<file path="src/rtl/ili9341_pkg.sv">
// ili9341_pkg
// Shared definitions for the ILI9341 write-bus decoder:
//   - command opcodes recognised by the decoder
//   - decoder state enumeration
//   - RGB565 field widths (pixel word width derives from them)
package ili9341_pkg;

  localparam logic [7:0] CMD_SWRESET = 8'h01;
  localparam logic [7:0] CMD_SLPOUT  = 8'h11;
  localparam logic [7:0] CMD_DISPON  = 8'h29;
  localparam logic [7:0] CMD_CASET   = 8'h2A;
  localparam logic [7:0] CMD_PASET   = 8'h2B;
  localparam logic [7:0] CMD_RAMWR   = 8'h2C;

  localparam int RGB_R_W = 5;
  localparam int RGB_G_W = 6;
  localparam int RGB_B_W = 5;
  localparam int PIX_W   = RGB_R_W + RGB_G_W + RGB_B_W;

  typedef enum logic [3:0] {
    ST_IDLE,
    ST_CA0, ST_CA1, ST_CA2, ST_CA3,
    ST_PA0, ST_PA1, ST_PA2, ST_PA3,
    ST_RAM_HI, ST_RAM_LO,
    ST_SKIP
  } dec_state_e;

endpackage

</file>
<file path="src/rtl/ili9341_bus_decoder.sv">
// ili9341_bus_decoder
// Panel-side model of the ILI9341 8080 write bus. Bytes are taken on the
// rising edge of write_edge, commands are decoded, the CASET/PASET address
// window is tracked and every two RAMWR data bytes yield one addressed
// RGB565 pixel.
// Ports:
//   clk, reset      system clock, asynchronous active-high reset
//   nreset          panel hardware reset (active low, synchronous)
//   cmd_data        1 = data byte, 0 = command byte
//   write_edge      write strobe, byte taken on its rising edge
//   dout[7:0]       bus byte
//   cmd_valid       one-cycle pulse per accepted command
//   cmd_code[7:0]   last accepted command
//   pix_valid       one-cycle pulse per completed pixel
//   pix_x/pix_y     pixel column/page, pix_data RGB565 (first byte high)
//   frame_start     one-cycle pulse on RAMWR
//   display_on      level from DISPON, sleep_out level from SLPOUT
module ili9341_bus_decoder
  import ili9341_pkg::*;
#(
  parameter int DEF_EC = 239,
  parameter int DEF_EP = 319
) (
  input  logic             clk,
  input  logic             reset,
  input  logic             nreset,
  input  logic             cmd_data,
  input  logic             write_edge,
  input  logic [7:0]       dout,
  output logic             cmd_valid,
  output logic [7:0]       cmd_code,
  output logic             pix_valid,
  output logic [8:0]       pix_x,
  output logic [8:0]       pix_y,
  output logic [PIX_W-1:0] pix_data,
  output logic             frame_start,
  output logic             display_on,
  output logic             sleep_out
);

  localparam logic [8:0] EC_RST = 9'(DEF_EC);
  localparam logic [8:0] EP_RST = 9'(DEF_EP);

  dec_state_e       state_q, state_d;
  logic             we_prev_q, we_prev_d;
  logic [8:0]       sc_q, sc_d, ec_q, ec_d, sp_q, sp_d, ep_q, ep_d;
  logic [8:0]       cx_q, cx_d, cy_q, cy_d;
  logic             par_hi_q, par_hi_d;
  logic [7:0]       hi_q, hi_d;
  logic             cmd_valid_q, cmd_valid_d;
  logic [7:0]       cmd_code_q, cmd_code_d;
  logic             pix_valid_q, pix_valid_d;
  logic [8:0]       pix_x_q, pix_x_d, pix_y_q, pix_y_d;
  logic [PIX_W-1:0] pix_data_q, pix_data_d;
  logic             frame_start_q, frame_start_d;
  logic             display_on_q, display_on_d;
  logic             sleep_out_q, sleep_out_d;

  logic accept;
  logic clr_panel;

  always_comb begin
    accept    = write_edge && !we_prev_q && nreset;
    // Panel reset and SWRESET share the same window/level clearing.
    clr_panel = !nreset || (accept && !cmd_data && dout == CMD_SWRESET);

    state_d       = state_q;
    we_prev_d     = write_edge;
    sc_d          = sc_q;
    ec_d          = ec_q;
    sp_d          = sp_q;
    ep_d          = ep_q;
    cx_d          = cx_q;
    cy_d          = cy_q;
    par_hi_d      = par_hi_q;
    hi_d          = hi_q;
    cmd_valid_d   = 1'b0;
    cmd_code_d    = cmd_code_q;
    pix_valid_d   = 1'b0;
    pix_x_d       = pix_x_q;
    pix_y_d       = pix_y_q;
    pix_data_d    = pix_data_q;
    frame_start_d = 1'b0;
    display_on_d  = display_on_q;
    sleep_out_d   = sleep_out_q;

    if (accept && !cmd_data) begin
      // A command always restarts decoding; a half-received pixel is dropped.
      cmd_valid_d = 1'b1;
      cmd_code_d  = dout;
      case (dout)
        CMD_CASET: state_d = ST_CA0;
        CMD_PASET: state_d = ST_PA0;
        CMD_RAMWR: begin
          state_d       = ST_RAM_HI;
          cx_d          = sc_q;
          cy_d          = sp_q;
          frame_start_d = 1'b1;
        end
        CMD_SWRESET: state_d = ST_IDLE;
        CMD_SLPOUT: begin
          state_d     = ST_IDLE;
          sleep_out_d = 1'b1;
        end
        CMD_DISPON: begin
          state_d      = ST_IDLE;
          display_on_d = 1'b1;
        end
        default: state_d = ST_SKIP;
      endcase
    end else if (accept) begin
      case (state_q)
        ST_CA0: begin par_hi_d = dout[0]; state_d = ST_CA1; end
        ST_CA1: begin sc_d = {par_hi_q, dout}; state_d = ST_CA2; end
        ST_CA2: begin par_hi_d = dout[0]; state_d = ST_CA3; end
        ST_CA3: begin ec_d = {par_hi_q, dout}; state_d = ST_IDLE; end
        ST_PA0: begin par_hi_d = dout[0]; state_d = ST_PA1; end
        ST_PA1: begin sp_d = {par_hi_q, dout}; state_d = ST_PA2; end
        ST_PA2: begin par_hi_d = dout[0]; state_d = ST_PA3; end
        ST_PA3: begin ep_d = {par_hi_q, dout}; state_d = ST_IDLE; end
        ST_RAM_HI: begin hi_d = dout; state_d = ST_RAM_LO; end
        ST_RAM_LO: begin
          pix_valid_d = 1'b1;
          pix_x_d     = cx_q;
          pix_y_d     = cy_q;
          pix_data_d  = {hi_q, dout};
          state_d     = ST_RAM_HI;
          // >= rather than == so an inverted window still wraps.
          if (cx_q >= ec_q) begin
            cx_d = sc_q;
            cy_d = (cy_q >= ep_q) ? sp_q : cy_q + 9'd1;
          end else begin
            cx_d = cx_q + 9'd1;
          end
        end
        default: ;
      endcase
    end

    if (clr_panel) begin
      state_d      = ST_IDLE;
      sc_d         = 9'd0;
      ec_d         = EC_RST;
      sp_d         = 9'd0;
      ep_d         = EP_RST;
      display_on_d = 1'b0;
      sleep_out_d  = 1'b0;
    end
  end

  always_ff @(posedge clk or posedge reset) begin
    if (reset) begin
      state_q       <= ST_IDLE;
      we_prev_q     <= 1'b0;
      sc_q          <= 9'd0;
      ec_q          <= EC_RST;
      sp_q          <= 9'd0;
      ep_q          <= EP_RST;
      cx_q          <= 9'd0;
      cy_q          <= 9'd0;
      par_hi_q      <= 1'b0;
      hi_q          <= 8'd0;
      cmd_valid_q   <= 1'b0;
      cmd_code_q    <= 8'd0;
      pix_valid_q   <= 1'b0;
      pix_x_q       <= 9'd0;
      pix_y_q       <= 9'd0;
      pix_data_q    <= '0;
      frame_start_q <= 1'b0;
      display_on_q  <= 1'b0;
      sleep_out_q   <= 1'b0;
    end else begin
      state_q       <= state_d;
      we_prev_q     <= we_prev_d;
      sc_q          <= sc_d;
      ec_q          <= ec_d;
      sp_q          <= sp_d;
      ep_q          <= ep_d;
      cx_q          <= cx_d;
      cy_q          <= cy_d;
      par_hi_q      <= par_hi_d;
      hi_q          <= hi_d;
      cmd_valid_q   <= cmd_valid_d;
      cmd_code_q    <= cmd_code_d;
      pix_valid_q   <= pix_valid_d;
      pix_x_q       <= pix_x_d;
      pix_y_q       <= pix_y_d;
      pix_data_q    <= pix_data_d;
      frame_start_q <= frame_start_d;
      display_on_q  <= display_on_d;
      sleep_out_q   <= sleep_out_d;
    end
  end

  assign cmd_valid   = cmd_valid_q;
  assign cmd_code    = cmd_code_q;
  assign pix_valid   = pix_valid_q;
  assign pix_x       = pix_x_q;
  assign pix_y       = pix_y_q;
  assign pix_data    = pix_data_q;
  assign frame_start = frame_start_q;
  assign display_on  = display_on_q;
  assign sleep_out   = sleep_out_q;

endmodule

</file>
<file path="config.mk">
export PLATFORM = sky130hd
export DESIGN_NAME = ili9341_bus_decoder
export DESIGN_NICKNAME = d
export VERILOG_FILES = /design/src/rtl/ili9341_pkg.sv /design/src/rtl/ili9341_bus_decoder.sv
export SDC_FILE = /design/constraint.sdc
export NUM_CORES = 1
export LEC_CHECK = 0
export CAP_MARGIN = 20
export CORE_MARGIN = 2
export CORE_UTILIZATION = 29
export DETAILED_ROUTE_END_ITERATION = 6
export MAX_ROUTING_LAYER = met4
export PLACE_DENSITY = 0.47
export SLEW_MARGIN = 10
export SYNTH_ARGS = -nofsm -noshare
export SYNTH_HDL_FRONTEND = slang
export SYNTH_SLANG_ARGS = --single-unit
</file>
<file path="constraint.sdc">
create_clock -name clk -period 4.41 [get_ports clk]
set_clock_uncertainty 0.05 [all_clocks]
set_input_delay 0.882 -clock clk [delete_from_list [all_inputs] [get_ports clk]]
set_output_delay 0.882 -clock clk [all_outputs]
set_load 0.03 [all_outputs]
</file>
==> results.cfg, run 1 <==
[run_status]
outcome = finished clean

[worst_hold_path]
min_from = cmd_code[6]
min_path_type = reg2reg
min_path_cells = 2
worstHoldEndpoint = cmd_code[6]

[logic_synthesis]
ys_types = 63
syn_nets = 568
syn_inst = 535
synth.avg_cell_area_um2 = 10.5
yosysWarnings = 0
netlist_area_mm2 = 0.00560
synthFlopType = dfrtp_1
yosys_register_bits = 115
synth-seq-area-share_pct = 51.7
synth_edf_count = 0
synthArstFlopShare_pct = 100

[run]
cap_viol_max_count = 0

[place]
hpwl_um = 10200
port_buffers = 59
gp_congestion = 0.845

[sta]
max_freq_ghz = 0.297
finalCritPeriodShare_pct = 76.3
min_period_ps = 3370
setup_viol = 0
worstMarginPinSlew_ps = 894
relSlewSlack_pct = 40.0
finalHoldViolations = 0
rsz0062_at_grt = false
whs_ps = 428
setup_tns_ps = 0
slew_violations = 0

[finish]
nets = 632
area_growth_pct = 27.5
diodes = 0
finish.utilization_pct = 37.9
drive_gt1_share_pct = 19.1

[clock_tree]
htreeDepth = 4
cts_resized = 0
cts.path.max_buffers = 2
cts_setup_buffers = 0
clk_pin_slew_worst_paths_ps = 60
cts_tree = done
cts_root_buffer = clkbuf_16
cts_num_sinks = 115
cts_made_buffers = 17
clkLatencyLatePin_ps = 420
cts_hold_buf = 0

[detailed_routing]
viasPerCell = 4.91
wl_per_cell_um = 17.1
initialDrtViolationCount = 287
wl_um = 14900
drcViolationCount = 0
antenna_left = 0
drt-pass1-iter-count = 5
vias = 4281

[critical_path]
crit_arrival_ps = 3650
crit_type = in2reg
cp-end-kind = flip-flop
reg2reg_to = cy_q[7]
cp-start-kind = input port
crit_buf_inv = 1
required_ps = 4700
crit_chain = clkdlybuf4s50_1 -> nor4b_1 -> nand2_1 -> o21ai_1 -> o311ai_0 -> o31a_1 -> o21ai_1
cp_common_cell = o21ai_1
r2r_start = state_q[0]
crit_path_max_incr_delay_ps = 770
reg2reg_depth = 7
slowest_stage = o21ai_1
reg2reg_slack_ps = 1610
crit_family = compound AO/OA/AOI/OAI gates
critPathMaxFanout = 15
cp_num_cells = 7

[floorplanning]
pin_count = 60
die_h_um = 143
start_util_pct = 29.7
coreArea_mm2 = 0.0188
die_w_um = 143
die_area_mm2 = 0.0204
rows = 50

[grt]
grt_max_degree = 65
antenna_found_initial = 0
grt_pass1_vias = 4354
grt_pass1_wl_um = 24100
grt_overflow = 0
grt_usage_pct = 16.0

[power_and_ir_drop]
p_leak_nw = 3.34
power.total_mw = 2.85
vdd.ir_drop.worst_v = 0.000271
power_density_mw_per_mm2 = 399
==> metal layers <==
metal  GRT usage (%)  up-vias  wire length (um)
li1                -     2004                 -
met1            21.5     2152              7200
met2            23.7      106              6820
met3            4.02       19               701
met4            5.16        0               204
met5               -        -                 0
==> power breakdown <==
part	switching (mW)	leakage, nW	internal, mW	total [mW]
Sequential	0.0329	1.48	1.10	1.13
Clock	0.533	0.296	0.949	1.48
Combinational	0.144	1.56	0.0875	0.232
==> registers in the layout, indices dropped and copies added (netlist names) <==
name,flops
sc_q,9
display_on,1
pix_x,9
cmd_valid,1
frame_start,1
ec_q,9
ep_q,9
cmd_code,8
pix_valid,1
we_prev_q,1
hi_q,8
sp_q,9
pix_data,16
sleep_out,1
state_q,4
pix_y,9
par_hi_q,1
cx_q,9
cy_q,9
==> synthesized netlist by cell type, drive strengths merged (4+ instances only) <==
master  count  area, um^2
dfrtp     101        2530
nand2      88         338
inv        30         113
nor4        4        25.0
ha         20         250
mux2       42         473
nand3      11        55.1
o21ai      36         180
buf        11        77.6
a21oi      20         111
nor2       32         120
a22oi       6        45.0
a21o        4        30.0
dfstp      14         368
and3        6        37.5
mux2i      17         170
nand4       4        25.0
o211ai     11        82.6
clkbuf     18        67.6
nand2b      4        32.5
a31oi       7        43.8
or3         4        25.0
==> cell families (layout without fill, tap and decap cells) <==
group	Yosys count	count (layout)	synth area share [%]
adder cells (fa/ha/maj)	20	20	4.47
AND/OR/NAND/NOR	170	170	14.0
flip-flops	115	115	51.7
XOR/XNOR	2	2	0.313
AO/OA/AOI/OAI	110	110	13.4
multiplexers	59	59	11.5
buffers and inverters	59	136	4.60
==> worst register-to-register path: cells and delay by family, from the launching register on <==
kind,cells,cell delay (ps)
and+or+nand+nor,3,880
buffers and inverters,1,300
AOI/OAI and AO/OA,3,800
DFF,1,650
==> metrics by stage <==
step / cells / instance area [um^2] / setup WS [ps]
2_1_floorplan: 535 / 5600 / 457
3_3_place_gp: 839 / 6500 / 803
3_5_place_dp: 839 / 6500 / 690
4_1_cts: 871 / 7130 / 1130
5_1_grt: 872 / 7140 / 878
6_report: 872 / 7140 / 1040
==> placed cells by master, fill, tap and decap left out, types with 4 or more instances in the layout <==
cell / count
dfrtp_1: 101
nand2_1: 87
clkdlybuf4s50_1: 59
mux2_2: 42
o21ai_0: 32
nor2_1: 32
inv_1: 27
ha_1: 20
a21oi_1: 19
mux2i_1: 17
clkbuf_16: 17
dfstp_2: 14
buf_4: 14
o211ai_1: 11
nand3_1: 11
a31oi_1: 7
and3_1: 6
a22oi_1: 6
or3_1: 4
o21ai_1: 4
a21o_1: 4
nand4_1: 4
bufinv_16: 4
clkinvlp_4: 4
clkinv_4: 4
==> worst max-delay path by stage <==
stage                 start     endpoint  slack (ps)
detailed placement  dout[6]      cx_q[0]         690
global placement     nreset      cx_q[5]         800
CTS                 dout[6]      cx_q[0]        1130
finish              dout[6]      cx_q[0]        1040
floorplan             reset  cmd_code[0]         460
global route        dout[6]      cx_q[0]         880
==> cell type report <==
type,instances,area (um^2)
timing repair buffer,74,716
clock inverter,15,208
sequential,115,2900
inverter,30,115
fill,1865,11700
multi-input combinational,361,2450
tap,260,325
clock buffer,17,425
Note: power is estimated with default switching activity, not from simulation.
==> inputs of run 2 (changes only) <==
- PLACE_DENSITY: 0.47 -> 0.48
- clock period: 4.41 -> 3 ns (I/O delays scaled with it)
==> run 2 against run 1 <==
First-iteration DRC count decreased by 12%. Global-route usage is essentially flat. Routed wire length shrank 2.3%. Critical path type unchanged. Largest cell class unchanged.
==> results.cfg, run 2 (synthesis gave the netlist of run 1 again) <==
[run_status]
outcome = finished clean

[detailed_routing]
initialDrtViolationCount = 252
vias = 4206
wl_um = 14600
wl_per_cell_um = 16.5
antenna_left = 0
viasPerCell = 4.76
drcViolationCount = 0
drt-pass1-iter-count = 5

[run]
cap_viol_max_count = 0

[finish]
final_cell_mix = dfrtp_1, nand2_1, clkdlybuf4s50_1
area_growth_pct = 28.6
nets = 644
final_common_cell = dfrtp_1
fin_cells = 884
finish.utilization_pct = 38.2
largest_register_ffs = 16
diodes = 0
drive_gt1_share_pct = 20.7

[grt]
grt_pass1_wl_um = 24200
grt_overflow = 0
grt_max_degree = 116
antenna_found_initial = 0
grt_pass1_vias = 4370
grt_usage_pct = 16.0

[sta]
fin_ws_ps = 418
rsz0062_at_grt = false
slew_violations = 0
min_period_ps = 2580
worstMarginPinSlew_ps = 611
finalHoldViolations = 0
max_freq_ghz = 0.387
relSlewSlack_pct = 58.7
setup_viol = 0
setup_tns_ps = 0
finalCritPeriodShare_pct = 86.1

[critical_path]
crit_type = in2reg
cp-end-kind = flip-flop
critPathMaxFanout = 15
required_ps = 3300
cp-start-kind = input port
critPathLaunch = dout[3]
crit_arrival_ps = 2880
reg2reg_slack_ps = 490
r2r_start = cy_q[6]

[clock_tree]
cts_tree = done
cts_hold_buf = 0
clk_pin_slew_worst_paths_ps = 60
cts.path.max_buffers = 2
cts_made_buffers = 17
cts_num_sinks = 115
htreeDepth = 4
cts_resized = 0
cts_setup_buffers = 0
cts_root_buffer = clkbuf_16
clkLatencyLatePin_ps = 420

[worst_hold_path]
min_from = cmd_code[2]
min_path_type = reg2reg

[floorplanning]
coreArea_mm2 = 0.0188
die_h_um = 143
rows = 50
pin_count = 60
start_util_pct = 29.7
die_area_mm2 = 0.0204
die_w_um = 143

[place]
hpwl_um = 10200
post-place-cells = 851
post-place-ws_ps = -9.31
gp_congestion = 0.850
port_buffers = 59

[power_and_ir_drop]
vdd.ir_drop.worst_v = 0.000369
p_leak_nw = 3.38
power_density_mw_per_mm2 = 568
[run 2: changes by cell type in the layout (fill, tap and decap cells not counted), sizes merged]
cell / before / now
buf: 15 / 27
clkinvlp: 4 / 6
clkinv: 5 / 4
bufinv: 4 / 3
[run 2: worst paths after layout]
kind                                    end  cells after the start
worst max-delay path                cx_q[0]                      8
worst min-delay path            cmd_code[2]                      2
worst max register to register      cy_q[3]                      8
worst min register to register  cmd_code[2]                      2
max in group asynchronous           cy_q[2]                      3
min in group asynchronous       pix_data[2]                      3
[run 2: per-layer routing]
layer,part of all wire (%),vias to the layer above,GRT usage (%)
li1,-,2032,-
met2,46,78,23.6
met3,3.4,17,3.49
met4,1.7,0,6.83
met1,48,2079,21.2
met5,0,-,-
[run 2: area by class of cell]
| cell class | instances | area, um^2 |
|---|---|---|
| inverters | 30 | 116 |
| well taps | 260 | 325 |
| repair buffers | 86 | 806 |
| clock buffers | 17 | 425 |
| flip-flops and latches | 115 | 2900 |
| fillers | 1850 | 11600 |
| clock inverters | 15 | 181 |
| multi-input cells | 361 | 2450 |
[run 2: worst max-delay path: stages]
cell and delay (ps):
clkdlybuf4s50_1 630, nor4b_1 560, nand2_1 300, o21ai_1 190, buf_4 210, o311ai_0 180, o31a_1 140, o21ai_1 70
[run 2: per-stage QoR]
stage	area, um^2	power, mW	hold slack [ps]
after global routing	7200	4.26	465
after detailed placement	6590	2.04	414
after global placement	6590	2.04	409
after CTS	7190	4.15	437
after floorplan	5600	1.89	392
final	7200	4.09	434
[run 2: power by group]
group	internal (mW)	switching (mW)	total, mW
Clock	1.31	0.770	2.08
Sequential	1.62	0.0473	1.66
Combinational	0.134	0.212	0.346
